`src/rtl/uart_ascii_printer.sv`:
```
// uart_ascii_printer
// Free-running 8N1 UART transmitter that cycles through the printable ASCII
// range (FIRST_CHAR..LAST_CHAR) while TX_Enable is held high. Exports the
// character in flight for a display decoder and pulses Frame_Done on the
// last cycle of every stop bit.
// Optional feature: define UART_ASCII_PRINTER_CRLF_EN to append a CR (0x0D)
// and LF (0x0A) frame after LAST_CHAR before wrapping to FIRST_CHAR.
module uart_ascii_printer #(
    parameter int          CLKS_PER_BIT = 10416,
    parameter logic [7:0]  FIRST_CHAR   = 8'h20,
    parameter logic [7:0]  LAST_CHAR    = 8'h7E
) (
    input  logic       Clock_100MHz,
    input  logic       Reset_n,
    input  logic       TX_Enable,
    output logic       RXD,
    output logic       Busy,
    output logic [7:0] Current_Char,
    output logic       Frame_Done
);

    localparam int BAUD_W = (CLKS_PER_BIT > 1) ? $clog2(CLKS_PER_BIT) : 1;
    localparam logic [BAUD_W-1:0] BAUD_LAST = BAUD_W'(CLKS_PER_BIT - 1);

    typedef enum logic [1:0] {
        IDLE  = 2'd0,
        START = 2'd1,
        DATA  = 2'd2,
        STOP  = 2'd3
    } state_t;

    // Two-flop synchronizer for the asynchronous enable request
    logic              en_meta_reg;
    logic              en_s_reg;

    state_t            state_reg, state_next;
    logic [BAUD_W-1:0] baud_cnt_reg, baud_cnt_next;
    logic [2:0]        bit_cnt_reg, bit_cnt_next;
    logic [7:0]        shift_reg, shift_next;
    logic [7:0]        char_reg, char_next;
    logic              rxd_reg, rxd_next;
    logic              busy_reg, busy_next;
    logic              done_reg, done_next;

    // Character that follows char_reg in the printed sequence
    logic [7:0]        adv_char;
    logic              baud_done;

    assign baud_done = (baud_cnt_reg == BAUD_LAST);

`ifdef UART_ASCII_PRINTER_CRLF_EN
    // Tracks whether the frame in flight is the appended CR or LF, so the
    // end-of-line frames are recognised independently of the character range.
    typedef enum logic [1:0] {
        CRLF_NONE = 2'd0,
        CRLF_CR   = 2'd1,
        CRLF_LF   = 2'd2
    } crlf_t;

    crlf_t crlf_reg, crlf_next, adv_crlf;

    // Sequence step: LAST_CHAR -> CR -> LF -> FIRST_CHAR
    always_comb begin
        adv_char = char_reg + 8'd1;
        adv_crlf = CRLF_NONE;
        if (crlf_reg == CRLF_CR) begin
            adv_char = 8'h0A;
            adv_crlf = CRLF_LF;
        end else if (crlf_reg == CRLF_LF) begin
            adv_char = FIRST_CHAR;
            adv_crlf = CRLF_NONE;
        end else if (char_reg == LAST_CHAR) begin
            adv_char = 8'h0D;
            adv_crlf = CRLF_CR;
        end
    end
`else
    // Sequence step: LAST_CHAR wraps straight to FIRST_CHAR
    always_comb begin
        adv_char = (char_reg == LAST_CHAR) ? FIRST_CHAR : (char_reg + 8'd1);
    end
`endif

    // Synchronize TX_Enable into the clock domain
    always_ff @(posedge Clock_100MHz or negedge Reset_n) begin
        if (!Reset_n) begin
            en_meta_reg <= 1'b0;
            en_s_reg    <= 1'b0;
        end else begin
            en_meta_reg <= TX_Enable;
            en_s_reg    <= en_meta_reg;
        end
    end

    // Next-state, counters, shifter and registered-output precomputation
    always_comb begin
        state_next    = state_reg;
        baud_cnt_next = baud_cnt_reg;
        bit_cnt_next  = bit_cnt_reg;
        shift_next    = shift_reg;
        char_next     = char_reg;
`ifdef UART_ASCII_PRINTER_CRLF_EN
        crlf_next     = crlf_reg;
`endif
        case (state_reg)
            IDLE: begin
                if (en_s_reg) begin
                    shift_next    = char_reg;
                    baud_cnt_next = '0;
                    bit_cnt_next  = '0;
                    state_next    = START;
                end
            end
            START: begin
                if (baud_done) begin
                    baud_cnt_next = '0;
                    state_next    = DATA;
                end else begin
                    baud_cnt_next = baud_cnt_reg + 1'b1;
                end
            end
            DATA: begin
                if (baud_done) begin
                    baud_cnt_next = '0;
                    shift_next    = {1'b0, shift_reg[7:1]};
                    if (bit_cnt_reg == 3'd7) begin
                        bit_cnt_next = '0;
                        state_next   = STOP;
                    end else begin
                        bit_cnt_next = bit_cnt_reg + 3'd1;
                    end
                end else begin
                    baud_cnt_next = baud_cnt_reg + 1'b1;
                end
            end
            STOP: begin
                if (baud_done) begin
                    // Frame boundary: the only point where the character moves
                    baud_cnt_next = '0;
                    bit_cnt_next  = '0;
                    char_next     = adv_char;
`ifdef UART_ASCII_PRINTER_CRLF_EN
                    crlf_next     = adv_crlf;
`endif
                    if (en_s_reg) begin
                        shift_next = adv_char;
                        state_next = START;
                    end else begin
                        state_next = IDLE;
                    end
                end else begin
                    baud_cnt_next = baud_cnt_reg + 1'b1;
                end
            end
            default: begin
                state_next = IDLE;
            end
        endcase

        // Outputs are derived from the next state so they land in registers
        case (state_next)
            START:   rxd_next = 1'b0;
            DATA:    rxd_next = shift_next[0];
            default: rxd_next = 1'b1;
        endcase
        busy_next = (state_next != IDLE);
        done_next = (state_next == STOP) && (baud_cnt_next == BAUD_LAST);
    end

    // State, datapath and output registers
    always_ff @(posedge Clock_100MHz or negedge Reset_n) begin
        if (!Reset_n) begin
            state_reg    <= IDLE;
            baud_cnt_reg <= '0;
            bit_cnt_reg  <= '0;
            shift_reg    <= '0;
            char_reg     <= FIRST_CHAR;
            rxd_reg      <= 1'b1;
            busy_reg     <= 1'b0;
            done_reg     <= 1'b0;
        end else begin
            state_reg    <= state_next;
            baud_cnt_reg <= baud_cnt_next;
            bit_cnt_reg  <= bit_cnt_next;
            shift_reg    <= shift_next;
            char_reg     <= char_next;
            rxd_reg      <= rxd_next;
            busy_reg     <= busy_next;
            done_reg     <= done_next;
        end
    end

`ifdef UART_ASCII_PRINTER_CRLF_EN
    // End-of-line phase register
    always_ff @(posedge Clock_100MHz or negedge Reset_n) begin
        if (!Reset_n) begin
            crlf_reg <= CRLF_NONE;
        end else begin
            crlf_reg <= crlf_next;
        end
    end
`endif

    assign RXD          = rxd_reg;
    assign Busy         = busy_reg;
    assign Current_Char = char_reg;
    assign Frame_Done   = done_reg;

endmodule

```
`config.mk`:
```
export PLATFORM = sky130hd
export DESIGN_NAME = uart_ascii_printer
export DESIGN_NICKNAME = d
export VERILOG_FILES = /design/src/rtl/uart_ascii_printer.sv
export SDC_FILE = /design/constraint.sdc
export NUM_CORES = 1
export LEC_CHECK = 0
export CORE_MARGIN = 8
export CORE_UTILIZATION = 30
export DETAILED_ROUTE_END_ITERATION = 10
export PLACE_DENSITY = 0.57
export SETUP_SLACK_MARGIN = 0.02
export SYNTH_ARGS = -nofsm -noshare
export SYNTH_HDL_FRONTEND = slang
export SYNTH_SLANG_ARGS = --single-unit
```
`constraint.sdc`:
```
create_clock -name Clock_100MHz -period 5.4 [get_ports Clock_100MHz]
set_input_delay 0.81 -clock Clock_100MHz [delete_from_list [all_inputs] [get_ports Clock_100MHz]]
set_output_delay 0.81 -clock Clock_100MHz [all_outputs]
set_load 0.01 [all_outputs]
```
Word-level counts from Yosys, hierarchy flattened:

Index checks and enable logic that the tools add are counted.

* register bits after elaboration: 40
* ROM bits: 0
* RAM bits: 0
* memories: 0
* bits in latches: 0
* input bits: 3

* $lt $le $gt $ge: 0
* div/mod/pow operators: 0
* $add $sub $neg: 3
* eq/ne operators: 14
* $mul: 0
* reduce and logical (&&, ||, !) cells: 8
* bitwise logic cells: 0
* multiplexer cells: 22
* shift-type cells: 0

Operators by type and width (count)
* $mux 8: 5
* $eq 14x14->1 const B: 2
* $mux 14: 2
* $pmux 14 s2: 1
* $pmux 8 s3: 1
* $add 14x1->14 const B: 1
* $mux 3: 4
* $mux 2: 5
* $pmux 3 s3: 1
* $add 8x1->8 const B: 1
* $eq 2x2->1 const B: 4
* $eq 8x7->1 const B: 1
* $ne 2x2->1 const B: 4
* $pmux 2 s4: 1
* $reduce_and 5->1: 1
* $eq 2x1->1 const B: 2
* $reduce_and 4->1: 1
* $add 3x1->3 const B: 1
* $eq 3x3->1 const B: 1
* $reduce_bool 3->1: 1
* $reduce_or 3->1: 1
* $logic_not 2->1: 1
* $pmux 1 s2: 1
* $reduce_and 2->1: 1
* 3 further kinds: 3

Depth between registers and ports, before layout:

Gate-level depths: netlist of the first run.

* depth in word-level cells: 6
* gate-level depth with buffers: 9
* depth with buffers taken out: 8

Worst setup path before layout of the first run:

No wires, ideal clock.

* path type: register -> register
* from: register baud_cnt_reg[0]
* to: register done_reg, in the netlist Frame_Done
* buffers on the path: 1
* slack: 3.285 ns
* setup time: 0.068 ns
* required time: 5.332 ns
* arrival time: 2.046 ns
* stages on the path, launching flop included: 9
* period minus slack after synthesis: 2.115 ns
* path through: dfrtp_1 -> ha_1 -> and4b_4 -> and4_4 -> buf_6 -> o41ai_2 -> nand3_1 -> a2111oi_1 -> and4_1

* word-level cells in the longest chain between the ends: 5
* elaborated cells on any way between the ends: 12

Ends and longest elaborated chain
* from (decl): line 37 `logic [BAUD_W-1:0] baud_cnt_reg, baud_cnt_next;`
* from (signal assigned): line 183 `baud_cnt_reg <= baud_cnt_next;`
* $add 14x1->14 / $eq 14x14->1 (equally long branches)
* $mux 14, or another cell as far along: line 115, 123, 137
* $pmux 14 s2 / $pmux 2 s4 (equally long branches): line 105 `case (state_reg)`
* $eq 14x14->1 / $eq 2x2->1 (equally long branches): line 167 `done_next = (state_next == STOP) && (baud_cnt_next == BAUD_LAST);`
* $logic_and 1x1->1 *: line 167
* named net done_next: line 43 `logic done_reg, done_next;`
* to (signal assigned): line 189 `done_reg <= done_next;`
* to (decl): line 43

Mark *: on every way through the listed nets, which the timed path passes. The rest lies on a longest branch.
A chain may end at the register's enable or synchronous reset.

Final worst setup path of the first run:

Ends and elaborated chain as after synthesis.

==> results of run 1 <==
==> synthesized netlist by cell type, drive strengths merged (2+ instances only) <==
library cell	count
a2111oi	2
a21o	5
a21oi	12
a221o	4
a22oi	6
a2bb2oi	2
a31oi	7
and2	2
and3	5
and4	5
buf	7
clkbuf	4
dfrtp	38
dfstp	2
ha	5
inv	12
nand2	27
nand2b	3
nand3	15
nand4	6
nor2	19
nor2b	3
nor3	11
nor3b	3
nor4	7
o21ai	28
o31ai	4
o41ai	2
or3	4
==> power by group through the flow <==
stage | combinational, mW | sequential [mW] | clock (mW)
after global routing | 0.114 | 0.364 | 0.227
after detailed placement | 0.102 | 0.362 | 0
after CTS | 0.102 | 0.356 | 0.218
after floorplan | 0.0777 | 0.352 | 0
after global placement | 0.102 | 0.361 | 0
final | 0.101 | 0.357 | 0.211
==> worst min-delay path by stage <==
stage,slack [ns],cells after the start,end
after CTS,0.35,0,en_s_reg
after global placement,0.33,0,en_s_reg
final,0.35,0,en_s_reg
after detailed placement,0.33,0,en_s_reg
after floorplan,0.33,0,en_s_reg
after global routing,0.38,0,en_s_reg
==> metal layers <==
| layer | up-vias | part of all wire [%] |
|---|---|---|
| li1 | 1034 | - |
| met1 | 1031 | 48 |
| met2 | 43 | 47 |
| met3 | 6 | 4.0 |
| met4 | 0 | 0.95 |
| met5 | - | 0 |
==> placed cells by master, fill, tap and decap left out, drive strengths merged, types with 7 or more instances in the layout <==
master | synthesis | layout
dfrtp | 38 | 38
o21ai | 28 | 28
nand2 | 27 | 27
nor2 | 19 | 19
nand3 | 15 | 15
inv | 12 | 12
a21oi | 12 | 12
clkdlybuf4s50 | 0 | 12
nor3 | 11 | 11
clkbuf | 4 | 8
a31oi | 7 | 7
nor4 | 7 | 7
==> area by class of cell <==
type | count | share of cell area [%]
Clock buffer | 8 | 3.312
Inverter | 12 | 1.656
Multi-Input combinational cell | 205 | 48.71
Sequential cell | 40 | 36.89
Tap cell | 105 | 4.830
Timing Repair Buffer | 13 | 4.600
==> cells by family (layout without fill, tap and decap cells) <==
| kind of cell | count (synthesis) | count (layout) | synth area share [%] |
|---|---|---|---|
| AO/OA/AOI/OAI | 81 | 81 | 22.00 |
| XOR/XNOR | 1 | 1 | 0.3581 |
| AND/OR/NAND/NOR | 117 | 117 | 28.85 |
| buffers and inverters | 23 | 33 | 4.808 |
| flip-flops | 40 | 40 | 41.02 |
| adder cells (fa/ha/maj) | 5 | 5 | 2.558 |
| multiplexers | 1 | 1 | 0.4092 |
==> through the flow <==
stage               total power, mW  worst slack (ns)  instances  hold slack, ns  util [%]
floorplan                    0.4296             3.285        268          0.3312         -
global placement             0.4625             2.850        375          0.3317     32.67
detailed placement           0.4641             2.777        375          0.3347     32.67
CTS                          0.6766             2.757        383          0.3523     33.78
global route                 0.7044             2.394        383          0.3777     33.78
finish                       0.6691             2.709        383          0.3516     33.78
==> results by group, run 1 <==
Run status
  – Outcome: finished, final reports clean

STA
  – Slew Limit Fails: 0
  – Setup Viol. Count Final: 0
  – Fin crit share: 49.83%
  – Fin Clk Skew: about 0.0073 ns
  – Endpoints failing hold: 0
  – Setup_tns: 0 ns
  – Slew HR: 39.30%
  – Slew @ Worst Pin: 0.9106 ns
  – Minimum clock period: 2.691 ns
  – Fmax: about 370 MHz
  – Unrepaired setup endpoints after global routing: no

Clock network
  – Clk sink count: 40
  – # hold bufs at CTS: 0
  – H-tree levels: 2
  – Post-cts sizing count: 0
  – Postcts setup bufs: 0
  – CTS Buf Count: 5
  – TritonCTS clock tree: built
  – Worst-Skew Late Latency: 0.30 ns
  – CTS root buf: clkbuf_8
  – Clock transition at the registers of the reported paths: 0.08 ns
  – Clock buffer depth: 2

GRT
  – Initial antenna violation count: 0
  – GR Util All Layers: 11.39%
  – First-pass GRT wire length: approximately 10000 um
  – Met1 global-route usage: 14.57%
  – Vias in the first global route: ~2100
  – GRT met2 Usage: 18.01%
  – Global routing usage on met3: 2.541%
  – Largest net degree at the start of global routing: 41
  – Most Crowded Layer GR: met2
  – Total global routing overflow: 0

Floorplanning
  – Die Area: 0.01130 mm2
  – Initial Utilization: 30.38%
  – Site row count: 33
  – IO Count: 14
  – Die height: 106.3 um
  – Die Wd: 106.3 um
  – Core area: 0.008051 mm2

Synthesis
  – Synthesized Nets: around 280
  – Synth Register Bits: 40
  – Ys async rst share: 100.0%
  – Yosys warns: 0
  – Area leader, netlist: dfrtp_1
  – Mapped cell area: 0.002446 mm2
  – Main flop type after synthesis: dfrtp_1
  – Sequential share of the synthesized area: 41.02%
  – Unique masters post-synth: 64
  – Number of synthesized flops with an enable pin: 0
  – Yosys top cell area share: slightly below 40%
  – Cells after synthesis: 268
  – Area contributors post-synth: dfrtp_1 39%, nand2_1 4.1%, o21ai_0 3.7%
  – Syn Area/Cell: 9.127 um2

Worst setup path
  – Setup CP Type: reg -> reg
  – CP Data Arrival Time: 2.93 ns
  – Crit path depth: 7
  – CP peak stage delay: around 0.47 ns
  – Crit path launch: baud_cnt_reg[0]
  – Crit path cell chain: ha_1 -> and4b_4 -> nand4_2 -> nor2_1 -> a21oi_1 -> a2111oi_0 -> and4_1
  – CP Launch Type: flop
  – Crit-path slowest cell: nor2_1
  – Worst reg2reg path depth: 7
  – Crit Reg-Reg Startpoint: baud_cnt_reg[0]
  – Worst Setup EP: Frame_Done
  – CP Capture Type: flop
  – R2R setup slack: 2.71 ns
  – Crit path buffers/inverters: 0
  – Reg2reg end: Frame_Done
  – Critical path fanouts, max: 13
  – CP Data Required Time: 5.64 ns
  – CP top delay family: simple AND/OR/NAND/NOR gates

Placement
  – Number of port buffers: 13
  – Post-DP Area: 0.002630 mm2
  – GP Congestion: a little under 0.9
  – Post-DP HPWL: 4320 um

Finish
  – Diodes inserted: 0
  – Area taken by multi-input logic gates: 0.001325 mm2
  – Area Overhead vs Synth: 11.20%
  – Cell area after layout: approximately 0.0027 mm2
  – Reg area: 0.001003 mm2
  – Nets: about 290
  – Filler cells: roughly 840
  – Share of cells above drive strength 1: 10.79%
  – Number of flip-flops under the largest register name: 14

Power
  – Net Switching: 203.4 uW
  – Gate power share: 15.1%
  – Seq pwr share: 53.3%
  – Cell-internal power: 465.6 uW
  – Leakage: 1.081 nW
  – Part of the power in the clock network: 31.6%
  – Maximum vdd drop: 103.1 uV
  – Pwr/cell area: 246.0 mW/mm2
  – Switching part of the total: 30.40%

Drt
  – Routed via count: about 2100
  – Routed Antenna Nets: 0
  – Wire length per cell: 16.28 um
  – DRC violations left: 0
  – Routed Wire Length: 6235 um
  – DR vias/cell: 5.520
  – TritonRoute pass-1 iters: 4
  – Iter 0 DRT Violations: 163

Job
  – Total of max-cap violations: 0

Worst hold path
  – HP Class: reg -> reg
  – Hold Crit Start: en_meta_reg
Note: power is estimated with default switching activity, not from simulation.
==> run 2, diff against run 1 <==
==> constraint.sdc (replaced) <==
create_clock -name Clock_100MHz -period 2.5 [get_ports Clock_100MHz]
set_input_delay 0.375 -clock Clock_100MHz [delete_from_list [all_inputs] [get_ports Clock_100MHz]]
set_output_delay 0.375 -clock Clock_100MHz [all_outputs]
set_load 0.01 [all_outputs]
==> run 2 against run 1 <==
Net effect:
- first-iteration DRC count up 22%
- sequential cell count stayed put
- non-clock buffer count grew 12
- fmax is 18% higher
- highest routed layer unchanged
- final cell count increased by 3.1%
- critical endpoint unchanged
==> results by group, run 2 (synthesized netlist as in run 1, its figures left out) <==
Run status
  – Outcome: finished, final reports clean

Floorplanning
  – Die Wd: 106.3 um (unchanged)
  – Initial Utilization: 30.38% (unchanged)
  – Die height: 106.3 um (unchanged)
  – Core area: 0.008051 mm2 (unchanged)
  – Site row count: 33 (unchanged)
  – Die Area: 0.01130 mm2 (unchanged)
  – IO Count: 14 (unchanged)

STA
  – Unrepaired setup endpoints after global routing: no
  – Min Hold Slack: 0.2010 ns (-0.1506 ns)
  – Endpoints failing hold: 0 (unchanged)
  – Minimum clock period: 2.288 ns (-0.4030 ns)
  – Fin Clk Skew: 0.01109 ns (+0.003761 ns)
  – Setup_tns: 0 ns (unchanged)
  – Slew HR: 39.18% (-0.11 points)
  – Slew @ Worst Pin: 0.9123 ns (+0.001725 ns)
  – Final WS setup: 0.2122 ns (-2.497 ns)
  – Slew Limit Fails: 0 (unchanged)
  – Fmax: 437.1 MHz (+18%)
  – Fin crit share: 91.51% (+42 points)
  – Setup Viol. Count Final: 0 (unchanged)

Placement
  – Placed insts: 387 (+3.2%)
  – GP Congestion: 0.8760 (-1.9%)
  – Post-DP Area: 0.002720 mm2 (+3.4%)
  – Number of port buffers: 13 (unchanged)
  – Post-DP HPWL: 4493 um (+4.0%)
  – Worst slack at placement: 0.1281 ns (-2.649 ns)

Drt
  – Iter 0 DRT Violations: 199 (+22%)
  – DRC violations left: 0 (unchanged)
  – DR vias/cell: 5.463 (-1.0%)
  – Wire length per cell: 15.94 um (-2.1%)
  – TritonRoute pass-1 iters: 4 (unchanged)
  – Routed Wire Length: 6295 um (+0.96%)
  – Routed via count: 2158 (+2.1%)
  – Routed Antenna Nets: 0 (unchanged)

Finish
  – Cell area after layout: 0.002830 mm2 (+4.0%)
  – Diodes inserted: 0 (unchanged)
  – Most common cell after layout, fill and taps aside: dfrtp_1
  – Commonest non-fill, non-tap cells in the layout: 37 x dfrtp_1, 27 x nand2_1, 18 x o21ai_0
  – Layout Cells excl Fill: 395 (+3.1%)
  – Nets: 297 (+4.2%)
  – Number of flip-flops under the largest register name: 14 (unchanged)
  – Post-route core utilization: 35.15% (+1.4 points)
  – Area Overhead vs Synth: 15.70%
  – Share of cells above drive strength 1: 16.55% (+5.8 points)

GRT
  – Vias in the first global route: 2254 (+6.9%)
  – Initial antenna violation count: 0 (unchanged)
  – Largest net degree at the start of global routing: 41 (unchanged)
  – GR Util All Layers: 11.79% (+0.40 points)
  – Total global routing overflow: 0 (unchanged)
  – First-pass GRT wire length: 11070 um (+5.9%)

Power
  – Pwr/cell area: 525.2 mW/mm2 (+110%)
  – Leakage: 1.139 nW (+5.3%)
  – Maximum vdd drop: 165.4 uV (+60%)
  – Total power: 1.486 mW (+120%)

Job
  – Total of max-cap violations: 0 (unchanged)

Worst hold path
  – HP Class: in -> async

Clock network
  – Clock transition at the registers of the reported paths: 0.09 ns (about the same)
  – CTS root buf: clkbuf_8
  – Postcts setup bufs: 0 (unchanged)
  – Worst-Skew Late Latency: 0.30 ns (about the same)
  – H-tree levels: 2 (unchanged)
  – Clk sink count: 40 (unchanged)
  – CTS Buf Count: 5 (unchanged)
  – TritonCTS clock tree: built
  – # hold bufs at CTS: 0 (unchanged)
  – Clock buffer depth: 2 (unchanged)

Worst setup path
  – Setup CP Type: reg -> reg
  – CP Data Required Time: 2.74 ns (-2.90 ns)
  – CP Capture Type: flop
  – Critical path fanouts, max: 9 (-4)
  – CP Launch Type: flop
  – CP Data Arrival Time: 2.53 ns (-0.40 ns)
==> run 2: cell types whose count changed in the layout (fill, tap and decap cells not counted), sizes merged <==
cell      before  now
buf            1   13
clkbuf         8    6
clkinvlp       0    2
==> run 2: layer usage <==
layer	share of wire (%)	track usage [%]	wire length [um]
met1	47	15.69	2934
met2	47	18.36	2942
met3	4.7	2.480	294
met4	2.0	4.422	124
met5	0	0	0
==> run 2: repair_timing <==
item	CTS	global route
endpoints found under the setup margin	0	9
endpoints found under the hold margin	0	0
gates resized for setup	0	4
==> run 2: final cells by class <==
cell class	count	area (um2)
tap	105	131.4
timing repair buffer	25	215.2
fill	851	5221
multi-input combinational	205	1336
clock inverter	2	15.01
inverter	12	45.04
sequential	40	1005
clock buffer	6	82.58
==> run 2: worst paths after layout <==
kind                              endpoint  depth (start not counted)       startpoint  slack (ns)
setup / recovery                Frame_Done                          7  baud_cnt_reg[1]        0.21
hold / removal             baud_cnt_reg[1]                          1          Reset_n        0.20
max in group asynchronous  baud_cnt_reg[1]                          1          Reset_n        1.69
setup reg to reg                Frame_Done                          7  baud_cnt_reg[1]        0.21
hold reg to reg                   en_s_reg                          0      en_meta_reg        0.36
min in group Clock_100MHz         en_s_reg                          0      en_meta_reg        0.36
==> run 2: worst max-delay path: stages, from the launching register on <==
cell and delay [ns]:
dfrtp_2 0.45, ha_2 0.21, and4b_4 0.21, and4_4 0.23, o41ai_2 0.31, nand3_1 0.16
a2111oi_2 0.41, and4_1 0.24
==> run 2: power by group <==
group	leakage (nW)	internal [mW]	total (mW)	switching, mW
logic	0.568	0.100	0.240	0.140
registers	0.527	0.698	0.769	0.0703
clock network	0.0434	0.224	0.478	0.254
total	1.14	1.02	1.49	0.464
==> run 3, diff against run 2 <==
--- a/config.mk
+++ b/config.mk
@@ -8,7 +8,8 @@
 export CORE_MARGIN = 8
 export CORE_UTILIZATION = 30
 export DETAILED_ROUTE_END_ITERATION = 10
-export PLACE_DENSITY = 0.57
+export DONT_BUFFER_PORTS = 1
+export PLACE_DENSITY = 0.55
 export SETUP_SLACK_MARGIN = 0.02
 export SYNTH_ARGS = -nofsm -noshare
 export SYNTH_HDL_FRONTEND = slang
==> constraint.sdc (replaced) <==
create_clock -name Clock_100MHz -period 2.3 [get_ports Clock_100MHz]
set_input_delay 0.345 -clock Clock_100MHz [delete_from_list [all_inputs] [get_ports Clock_100MHz]]
set_output_delay 0.345 -clock Clock_100MHz [all_outputs]
set_load 0.01 [all_outputs]
==> run 3 against run 2 <==
Net effect:
- critical path depth did not move
- sequential power rose by 5.3%
- first-iteration DRC count fell by 29%
- clock power fell by 6.9%
==> results by group, run 3 (synthesized netlist as in run 1, its figures left out) <==
Finish
  – Diodes inserted: 0 (unchanged)
  – Commonest non-fill, non-tap cells in the layout: 38 x dfrtp_1, 28 x buf_4, 27 x nand2_1
  – Number of flip-flops under the largest register name: 14 (unchanged)
  – Most common cell after layout, fill and taps aside: dfrtp_1
  – Filler cells: 824 (-3.2%)
  – Layout Cells excl Fill: 400 (+1.3%)
  – Nets: 303 (+2.0%)
  – Area Overhead vs Synth: 16.93%
  – Share of cells above drive strength 1: 21.69% (+5.1 points)

Placement
  – Number of port buffers: 0 (-13)
  – Post-DP HPWL: 4617 um (+2.8%)
  – Placed insts: 391 (+1.0%)
  – Worst slack at placement: -0.2163 ns (-0.3444 ns)
  – GP Congestion: 0.9091 (+3.8%)

Worst setup path
  – Crit Reg-Reg Startpoint: baud_cnt_reg[0]
  – CP top delay family: simple AND/OR/NAND/NOR gates
  – Crit path launch: baud_cnt_reg[0]
  – CP peak stage delay: 0.43 ns (-0.02 ns)
  – CP Data Arrival Time: 2.46 ns (-0.07 ns)
  – Critical path fanouts, max: 9 (unchanged)
  – Crit path cell chain: ha_2 -> and4b_4 -> and4_4 -> o41ai_2 -> nand3_1 -> a2111oi_1 -> and4_1
  – CP Launch Type: flop
  – Crit-path slowest cell: a2111oi_1
  – Setup CP Type: reg -> reg
  – CP Data Required Time: 2.53 ns (-0.21 ns)
  – CP Capture Type: flop
  – Crit path buffers/inverters: 0 (unchanged)

STA
  – Minimum clock period: 2.234 ns (-0.05415 ns)
  – Unrepaired setup endpoints after global routing: yes
  – Slew HR: 60.11% (+21 points)
  – Setup Viol. Count Final: 0 (unchanged)
  – Fin crit share: 97.12% (+5.6 points)
  – Endpoints failing hold: 0 (unchanged)
  – Slew Limit Fails: 0 (unchanged)
  – Slew @ Worst Pin: 0.5952 ns (-0.3171 ns)
  – Fin Clk Skew: 0.009720 ns (-0.001368 ns)
  – Final WS setup: 0.06635 ns (-0.1458 ns)
  – Setup_tns: 0 ns (unchanged)
  – Fmax: 447.7 MHz (+2.4%)

Run status
  – Outcome: finished, final reports clean

Worst hold path
  – Hold Crit Start: TX_Enable
  – HP Class: in -> reg

GRT
  – Initial antenna violation count: 0 (unchanged)
  – First-pass GRT wire length: 10580 um (-4.4%)
  – GR Util All Layers: 11.50% (-0.29 points)
  – Largest net degree at the start of global routing: 41 (unchanged)
  – Vias in the first global route: 2056 (-8.8%)
  – Total global routing overflow: 0 (unchanged)

Power
  – Net Switching: 481.6 uW (+3.8%)
  – Gate power share: 20.8% (+4.7 points)
  – Part of the power in the clock network: 28.1% (-4.1 points)
  – Maximum vdd drop: 175.0 uV (+5.8%)
  – Seq pwr share: 51.1% (-0.6 points)
  – Switching part of the total: 30.40% (-0.83 points)
  – Leakage: 1.194 nW (+4.9%)
  – Cell-internal power: 1.103 mW (+7.9%)
  – Pwr/cell area: 553.9 mW/mm2 (+5.5%)

Drt
  – Wire length per cell: 16.10 um (+1.0%)
  – Iter 0 DRT Violations: 142 (-29%)
  – Routed Wire Length: 6441 um (+2.3%)
  – TritonRoute pass-1 iters: 5 (+1)
  – Routed Antenna Nets: 0 (unchanged)
  – DR vias/cell: 5.470 (+0.12%)
  – DRC violations left: 0 (unchanged)
  – Routed via count: 2188 (+1.4%)

Clock network
  – Worst-Skew Late Latency: 0.29 ns (about the same)
  – Clock transition at the registers of the reported paths: 0.08 ns (about the same)
  – Clk sink count: 40 (unchanged)
  – H-tree levels: 2 (unchanged)
  – CTS Buf Count: 5 (unchanged)
  – Clock buffer depth: 2 (unchanged)
  – TritonCTS clock tree: built
  – CTS root buf: clkbuf_8

Floorplanning
  – Core area: 0.008051 mm2 (unchanged)
  – Initial Utilization: 30.38% (unchanged)
  – Die Wd: 106.3 um (unchanged)
  – Die Area: 0.01130 mm2 (unchanged)
  – Site row count: 33 (unchanged)
  – Die height: 106.3 um (unchanged)
  – IO Count: 14 (unchanged)

Job
  – Total of max-cap violations: 0 (unchanged)
run 3: changes by cell type in the layout (fill, tap and decap cells not counted), sizes merged:
| cell | delta |
|---|---|
| buf | +17 |
| clkdlybuf4s50 | -12 |
| clkinvlp | -2 |
| clkinv | +1 |
| dlygate4sd3 | +1 |
run 3: power groups by stage:
stage / clock, mW / combinational, mW / sequential, mW
detailed placement: 0 / 0.296 / 0.823
global placement: 0 / 0.302 / 0.823
finish: 0.445 / 0.330 / 0.810
floorplan: 0 / 0.183 / 0.826
CTS: 0.466 / 0.323 / 0.809
global route: 0.487 / 0.369 / 0.819
run 3: final timing paths:
path	endpoint	slack, ns	cells after the start
max	Frame_Done	0.07	7
min	en_meta_reg	0.08	0
max reg2reg	Frame_Done	0.07	7
min reg2reg	en_s_reg	0.35	0
max in group asynchronous	RXD	1.51	2
min in group asynchronous	baud_cnt_reg[9]	0.51	2
run 3: what timing repair did:
action                                 CTS  global route
setup endpoints to repair                1             4
resized for setup                        2             6
endpoints found under the hold margin   40             0
pin swaps                                0             1
buffers inserted                         0             0
hold buffers                             2             0
run 3: per-stage QoR:
| step | power (mW) | hold slack (ns) | instance area, um2 | util, % |
|---|---|---|---|---|
| 6_report | 1.584 | 0.07694 | 2860 | 35.52 |
| 5_1_grt | 1.674 | 0.06193 | 2860 | 35.52 |
| 4_1_cts | 1.598 | 0.06837 | 2836 | 35.23 |
| 3_5_place_dp | 1.119 | 0.05101 | 2723 | 33.82 |
| 3_3_place_gp | 1.125 | 0.05112 | 2723 | 33.82 |
| 2_1_floorplan | 1.009 | 0.04941 | 2446 | - |
run 3: per-layer routing:
layer,vias up,global-route usage (%),wire (um)
met4,0,2.814,68
met2,77,18.14,2980
met5,-,0,0
met3,12,3.025,490
li1,1061,-,-
met1,1038,15.30,2901
run 3: final cells by class:
class	instances	area, um2	share of cell area [%]
sequential	40	1003	35.08
inverter	12	45.04	1.575
timing repair buffer	31	251.5	8.793
clock inverter	1	5.005	0.1750
multi-input combinational	205	1351	47.24
tap	105	131.4	4.593
clock buffer	6	72.57	2.537
